===== src/rtl/uart_boot_loader.sv =====
// uart_boot_loader: receives an 8N1 program image over UART, packs bytes into
// little-endian 32-bit words and writes them to instruction memory through a
// req/gnt port. The core is held in reset until the image has loaded.
// Optional checksum word after the image: enable with `define BOOT_CHECKSUM_EN.
module uart_boot_loader #(
  parameter int unsigned       CLKS_PER_BIT = 868,
  parameter int unsigned       ADDR_W       = 32,
  parameter logic [ADDR_W-1:0] BASE_ADDR    = '0,
  parameter int unsigned       MAX_WORDS    = 4096
) (
  input  logic              clk_in1,
  input  logic              rst,
  input  logic              uart_rx_i,
  output logic              mem_req_o,
  input  logic              mem_gnt_i,
  output logic [ADDR_W-1:0] mem_addr_o,
  output logic [31:0]       mem_wdata_o,
  output logic              busy_o,
  output logic              done_o,
  output logic              err_o,
  output logic              core_rst_no
);
  localparam int unsigned   CW      = $clog2(CLKS_PER_BIT) + 1;
  localparam logic [CW-1:0] HALF_M1 = CW'(CLKS_PER_BIT / 2 - 1);
  localparam logic [CW-1:0] FULL_M1 = CW'(CLKS_PER_BIT - 1);

  // ---------------------------------------------------------------- RX path
  logic rx_s1_q, rx_s2_q, rx_prev_q;

  // Two-flop synchroniser plus one delay flop for falling-edge detection.
  always_ff @(posedge clk_in1 or negedge rst) begin
    if (!rst) begin
      rx_s1_q   <= 1'b1;
      rx_s2_q   <= 1'b1;
      rx_prev_q <= 1'b1;
    end else begin
      rx_s1_q   <= uart_rx_i;
      rx_s2_q   <= rx_s1_q;
      rx_prev_q <= rx_s2_q;
    end
  end

  // RX_BRK waits for the line to return high after a framing error.
  typedef enum logic [2:0] {RX_IDLE, RX_START, RX_DATA, RX_STOP, RX_BRK} rx_st_e;
  rx_st_e        rx_st_q, rx_st_d;
  logic [CW-1:0] cnt_q, cnt_d;
  logic [2:0]    bit_q, bit_d;
  logic [7:0]    sh_q, sh_d;
  logic          bv_q, bv_d, ferr_q, ferr_d;

  // Bit timing: start bit checked at mid-bit, then one sample per bit period.
  always_comb begin
    rx_st_d = rx_st_q;
    cnt_d   = cnt_q + CW'(1);
    bit_d   = bit_q;
    sh_d    = sh_q;
    bv_d    = 1'b0;
    ferr_d  = 1'b0;
    unique case (rx_st_q)
      RX_IDLE: begin
        cnt_d = '0;
        if (rx_prev_q && !rx_s2_q) rx_st_d = RX_START;
      end
      RX_START: if (cnt_q == HALF_M1) begin
        cnt_d   = '0;
        bit_d   = '0;
        rx_st_d = rx_s2_q ? RX_IDLE : RX_DATA;
      end
      RX_DATA: if (cnt_q == FULL_M1) begin
        cnt_d = '0;
        sh_d  = {rx_s2_q, sh_q[7:1]};
        bit_d = bit_q + 3'd1;
        if (bit_q == 3'd7) rx_st_d = RX_STOP;
      end
      RX_STOP: if (cnt_q == FULL_M1) begin
        cnt_d = '0;
        if (rx_s2_q) begin
          bv_d    = 1'b1;
          rx_st_d = RX_IDLE;
        end else begin
          ferr_d  = 1'b1;
          rx_st_d = RX_BRK;
        end
      end
      RX_BRK: begin
        cnt_d = '0;
        if (rx_s2_q) rx_st_d = RX_IDLE;
      end
      default: rx_st_d = RX_IDLE;
    endcase
  end

  // RX state registers; bv_q/ferr_q are single-cycle pulses.
  always_ff @(posedge clk_in1 or negedge rst) begin
    if (!rst) begin
      rx_st_q <= RX_IDLE;
      cnt_q   <= '0;
      bit_q   <= '0;
      sh_q    <= '0;
      bv_q    <= 1'b0;
      ferr_q  <= 1'b0;
    end else begin
      rx_st_q <= rx_st_d;
      cnt_q   <= cnt_d;
      bit_q   <= bit_d;
      sh_q    <= sh_d;
      bv_q    <= bv_d;
      ferr_q  <= ferr_d;
    end
  end

  // ------------------------------------------------------------------ loader
`ifdef BOOT_CHECKSUM_EN
  typedef enum logic [2:0] {LD_LEN, LD_DATA, LD_CSUM, LD_DONE, LD_ERR} ld_st_e;
  logic [31:0] sum_q, sum_d;
`else
  typedef enum logic [2:0] {LD_LEN, LD_DATA, LD_DONE, LD_ERR} ld_st_e;
`endif
  ld_st_e            ld_q, ld_d;
  logic [1:0]        bcnt_q, bcnt_d;
  logic [31:0]       wsh_q, wsh_d;
  logic [31:0]       n_q, n_d;
  logic [31:0]       gcnt_q, gcnt_d;
  logic              req_q, req_d;
  logic [ADDR_W-1:0] addr_q, addr_d;
  logic [31:0]       wdata_q, wdata_d;
  logic              busy_q, done_q, err_q;
  logic              word_done, granted, last;
  logic [31:0]       word;

  // Word assembly, write issue and load sequencing. A grant and a completed
  // word in the same cycle are both honoured: the new write follows the old.
  always_comb begin
    ld_d      = ld_q;
    bcnt_d    = bcnt_q;
    wsh_d     = wsh_q;
    n_d       = n_q;
    gcnt_d    = gcnt_q;
    req_d     = req_q;
    addr_d    = addr_q;
    wdata_d   = wdata_q;
`ifdef BOOT_CHECKSUM_EN
    sum_d     = sum_q;
`endif
    last      = 1'b0;
    word      = {sh_q, wsh_q[31:8]};
    word_done = bv_q && (bcnt_q == 2'd3);
    granted   = req_q && mem_gnt_i;
    if (bv_q && ld_q != LD_DONE && ld_q != LD_ERR) begin
      bcnt_d = bcnt_q + 2'd1;
      wsh_d  = word;
    end
    unique case (ld_q)
      LD_LEN: if (word_done) begin
        if (word == 32'd0) begin
`ifdef BOOT_CHECKSUM_EN
          ld_d = LD_CSUM;
`else
          ld_d = LD_DONE;
`endif
        end else if (word > 32'(MAX_WORDS)) begin
          ld_d = LD_ERR;
        end else begin
          n_d  = word;
          ld_d = LD_DATA;
        end
      end
      LD_DATA: begin
        if (granted) begin
          req_d  = 1'b0;
          addr_d = addr_q + ADDR_W'(4);
          gcnt_d = gcnt_q + 32'd1;
          if (gcnt_q + 32'd1 == n_q) begin
            last = 1'b1;
`ifdef BOOT_CHECKSUM_EN
            ld_d = LD_CSUM;
            // Checksum word landing on the final grant cycle.
            if (word_done) ld_d = (word == sum_q) ? LD_DONE : LD_ERR;
`else
            ld_d = LD_DONE;
`endif
          end
        end
        if (word_done && !last) begin
          if (req_q && !mem_gnt_i) begin
            ld_d = LD_ERR;            // overrun: pending write is dropped
          end else begin
            req_d   = 1'b1;
            wdata_d = word;
`ifdef BOOT_CHECKSUM_EN
            sum_d   = sum_q + word;
`endif
          end
        end
      end
`ifdef BOOT_CHECKSUM_EN
      LD_CSUM: if (word_done) ld_d = (word == sum_q) ? LD_DONE : LD_ERR;
`endif
      default: ;
    endcase
    if (ferr_q && ld_q != LD_DONE) ld_d = LD_ERR;
    if (ld_d == LD_ERR) req_d = 1'b0;
  end

  // Loader registers; status outputs are registered from the next state.
  always_ff @(posedge clk_in1 or negedge rst) begin
    if (!rst) begin
      ld_q    <= LD_LEN;
      bcnt_q  <= '0;
      wsh_q   <= '0;
      n_q     <= '0;
      gcnt_q  <= '0;
      req_q   <= 1'b0;
      addr_q  <= BASE_ADDR;
      wdata_q <= '0;
      busy_q  <= 1'b0;
      done_q  <= 1'b0;
      err_q   <= 1'b0;
`ifdef BOOT_CHECKSUM_EN
      sum_q   <= '0;
`endif
    end else begin
      ld_q    <= ld_d;
      bcnt_q  <= bcnt_d;
      wsh_q   <= wsh_d;
      n_q     <= n_d;
      gcnt_q  <= gcnt_d;
      req_q   <= req_d;
      addr_q  <= addr_d;
      wdata_q <= wdata_d;
`ifdef BOOT_CHECKSUM_EN
      sum_q   <= sum_d;
      busy_q  <= (ld_d == LD_DATA) || (ld_d == LD_CSUM);
`else
      busy_q  <= (ld_d == LD_DATA);
`endif
      done_q  <= (ld_d == LD_DONE);
      err_q   <= (ld_d == LD_ERR);
    end
  end

  assign mem_req_o   = req_q;
  assign mem_addr_o  = addr_q;
  assign mem_wdata_o = wdata_q;
  assign busy_o      = busy_q;
  assign done_o      = done_q;
  assign err_o       = err_q;
  assign core_rst_no = done_q;
endmodule


===== config.mk =====
export PLATFORM = sky130hd
export DESIGN_NAME = uart_boot_loader
export DESIGN_NICKNAME = d
export VERILOG_FILES = /design/src/rtl/uart_boot_loader.sv
export SDC_FILE = /design/constraint.sdc
export NUM_CORES = 1
export LEC_CHECK = 0
export ABC_AREA = 1
export CAP_MARGIN = 20
export CORE_UTILIZATION = 45
export CTS_CLUSTER_SIZE = 40
export DETAILED_ROUTE_END_ITERATION = 10
export HOLD_SLACK_MARGIN = 0.06
export PLACE_DENSITY = 0.7
export SYNTH_ARGS = -nofsm -noshare
export SYNTH_HDL_FRONTEND = slang
export SYNTH_SLANG_ARGS = --single-unit

===== constraint.sdc =====
create_clock -name clk_in1 -period 2.3 [get_ports clk_in1]
set_input_delay 0.46 -clock clk_in1 [delete_from_list [all_inputs] [get_ports clk_in1]]
set_output_delay 0.46 -clock clk_in1 [all_outputs]
set_load 0.05 [all_outputs]

==> results.json <==
{
  "path_clk_slew_ns": 0.08,
  "grt_antenna_before_repair": 0,
  "fmax_mhz": 390,
  "timing.final.crit_share": 1.11,
  "leakage_nw": 5.79,
  "worstPathMaxFanout": 8,
  "seq_area_sq_mm": 0.00474,
  "hpwl_microns": 15200,
  "hold_viol": 0,
  "area_delta_synth_final_pct": 29.3,
  "place_area_sq_mm": 0.0111,
  "timing.final.ws_setup_ns": -0.261,
  "yosysSeqAreaShare": 0.498,
  "worstMarginPinSlew_ns": 0.548,
  "cts_buffers": 17,
  "die_w_microns": 147,
  "grt_overflow": 0,
  "power.total_mw": 6.80,
  "cts_sinks": 189,
  "status": "finished, violations left",
  "via_count": 8099,
  "violations": "setup timing",
  "ant_nets": 0,
  "insertedDiodeCount": 0,
  "synthArstFlopShare": 1.00,
  "netlist.area_leader.share": 0.490,
  "synth_edf_count": 0,
  "htreeDepth": 4,
  "wire_per_inst_microns": 13.8,
  "start_kind": "flip-flop",
  "finalWorstPathRequiredPeriod_ns": 2.56,
  "fillers": 1798,
  "synth-seq-cells": 189,
  "fin_area_sq_mm": 0.0123,
  "die_area_sq_mm": 0.0217,
  "yosys_warnings": 0,
  "synthTopCellsByArea": "dfrtp_1, nand2_1, inv_1",
  "first_global_vias": 7774,
  "syn_area_sq_mm": 0.00950,
  "slew_viol_final": 0,
  "multi_input_area_sq_mm": 0.00428,
  "synthFlopType": "dfrtp_1",
  "end_kind": "flip-flop",
  "syn-mean-instance-area_sq_um": 8.14,
  "timing.max_cap.violations": 0,
  "ios": 73,
  "slew_headroom": 0.633,
  "grt_pass1_wl_microns": 37400,
  "ir_drop_mv": 0.482,
  "core_sq_mm": 0.0204,
  "worstSkewPairLatency_ns": 0.44,
  "std_cell_rows": 52,
  "portBuffers": 70,
  "initial_utilization": 0.465,
  "cts_root_buf": "clkbuf_16",
  "synth_area_leader_cell": "dfrtp_1",
  "rsz0062_at_grt": "yes",
  "first_pass_iters": 6,
  "power_density_mw_per_mm2": 554,
  "clock_skew_ns": 0.0203,
  "drtIter0Drc": 499,
  "clockBufferDepth": 2,
  "die_height_microns": 147,
  "hold_class": "flip-flop to flip-flop",
  "drt_wl_total_microns": 22400,
  "viasPerCell": 4.98,
  "grt_max_degree": 64,
  "setup_viol": 37,
  "crit_required_ns": 2.64,
  "gp_congestion": 0.872,
  "tritoncts": "yes",
  "synthCells": 1167,
  "setup.worst_path.class": "flip-flop to flip-flop",
  "synth.distinct_cells": 49,
  "post-route-drc-count": 0,
  "drive_gt1_frac": 0.215,
  "fin_nets": 1353,
  "grtUsageTotal": 0.216,
  "cp.arrival_ns": 2.90
}
-- layer usage --
metal	up-vias	routed length (microns)	track usage
li1	4030	-	-
met1	3903	10100	0.280
met2	138	11300	0.372
met3	28	713	0.0379
met4	0	376	0.0572
met5	-	0	0
-- state kept, by name, indices dropped and copies added, names as in the netlist, 2 cells and up --
name         count
gcnt_q          32
mem_wdata_o     32
n_q             32
mem_addr_o      30
wsh_q           24
cnt_q           11
sh_q             8
bit_q            3
ld_q             3
rx_st_q          3
bcnt_q           2
-- power breakdown --
| part | switching (mW) | internal, mW | total (mW) |
|---|---|---|---|
| combinational | 0.275 | 0.102 | 0.377 |
| sequential | 0.0409 | 3.37 | 3.41 |
| clock | 1.45 | 1.56 | 3.02 |
-- cells by family after synthesis --
family	count (synthesis)	synth area share
adder cells (fa/ha/maj)	7	0.00922
multiplexers	1	0.00119
AND/OR/NAND/NOR	610	0.290
buffers and inverters	186	0.0817
AO/OA/AOI/OAI	140	0.0889
other	1	0.000395
XOR/XNOR	33	0.0304
flip-flops	189	0.498
-- worst paths after layout --
kind / slack, ns / to / from / cells after the start
setup / recovery: -0.26 / mem_wdata_o[6]$_DFFE_PN0P_ / gcnt_q[1]$_DFFE_PN0P_ / 18
hold / removal: 0.36 / rx_s2_q$_DFF_PN1_ / rx_s1_q$_DFF_PN1_ / 0
setup reg to reg: -0.26 / mem_wdata_o[6]$_DFFE_PN0P_ / gcnt_q[1]$_DFFE_PN0P_ / 18
hold reg to reg: 0.36 / rx_s2_q$_DFF_PN1_ / rx_s1_q$_DFF_PN1_ / 0
max in group asynchronous: 1.05 / n_q[0]$_DFFE_PN0P_ / rst / 3
min in group asynchronous: 0.49 / mem_wdata_o[7]$_DFFE_PN0P_ / rst / 2
-- cell usage after synthesis, types with 3 or more instances --
cell      instances
buf_6             3
nand3_1          84
ha_1              7
dfstp_2           3
nand2_2          32
nor2_1          124
xnor2_1          12
buf_4             3
a21oi_1           8
nor2_4            8
dfrtp_1         186
inv_1           160
nand2_1         312
nor2_2            5
nand2_4           4
nor3_1           12
xor2_1           21
o21bai_1          3
o21ai_1           5
o21ai_0          85
clkbuf_1         15
o21ai_2          28
nand4_1           9
nor4_1            6
-- per-stage QoR --
step | hold WS (ns) | setup slack, ns | setup TNS [ns] | instances | utilization
3_3_place_gp | 0.346 | -0.376 | -14.87 | 1568 | 0.543
5_1_grt | 0.368 | -0.437 | -16.02 | 1625 | 0.601
2_1_floorplan | 0.164 | 0.0116 | 0 | 1168 | -
3_5_place_dp | 0.354 | -0.414 | -16.71 | 1568 | 0.543
4_1_cts | 0.365 | -0.224 | -6.58 | 1621 | 0.592
6_report | 0.361 | -0.261 | -8.69 | 1625 | 0.601
-- repair_timing --
item	CTS	global route
hold buffers	1	0
setup endpoints to repair	38	45
setup buffers	14	8
pin swaps	17	32
hold endpoints to repair	31	0
gates resized for setup	32	54
cloned	6	1
-- cells in the final DEF, fill, tap and decap left out, types with 3 or more instances in the layout --
cell,Yosys,routed
nand2_1,312,288
dfrtp_1,186,179
inv_1,160,157
nor2_1,124,115
buf_4,3,89
o21ai_0,85,84
nand3_1,84,77
clkdlybuf4s50_1,0,69
nand2_2,32,43
o21ai_2,28,32
xor2_1,21,21
clkbuf_16,0,18
nand2_4,4,17
nor2_4,8,13
xnor2_1,12,12
nor3_1,12,10
nor2_2,5,10
buf_12,2,10
nand4_1,9,9
a21oi_1,8,7
dfrtp_2,0,7
buf_6,3,7
nor4_1,6,6
nand3_2,2,6
ha_1,7,6
inv_8,0,5
inv_2,1,4
nand3_4,1,4
inv_6,0,4
o21bai_1,3,3
dfstp_2,3,3
-- critical path, cell delays in order (launching register included) --
cell,delay (ns)
dfrtp_1,0.41
ha_4,0.18
nand2_4,0.07
nor2_8,0.15
nand2_4,0.08
nor2_4,0.21
nand2_1,0.08
nand2_1,0.09
nand2_1,0.07
nand2_1,0.07
nand2_1,0.07
nor2_2,0.13
nand2_2,0.09
nor2_4,0.16
nand3_4,0.12
nand3_4,0.09
buf_4,0.17
clkbuf_16,0.17
o21ai_2,0.05
-- cell type report --
cell class | count | share of cell area
clock buffer | 18 | 0.0350
clock inverter | 14 | 0.0137
inverter | 161 | 0.0492
multi-input combinational | 794 | 0.349
sequential | 189 | 0.386
tap | 270 | 0.0275
timing repair buffer | 179 | 0.140
No activity file was read; power rests on OpenSTA's default activity.
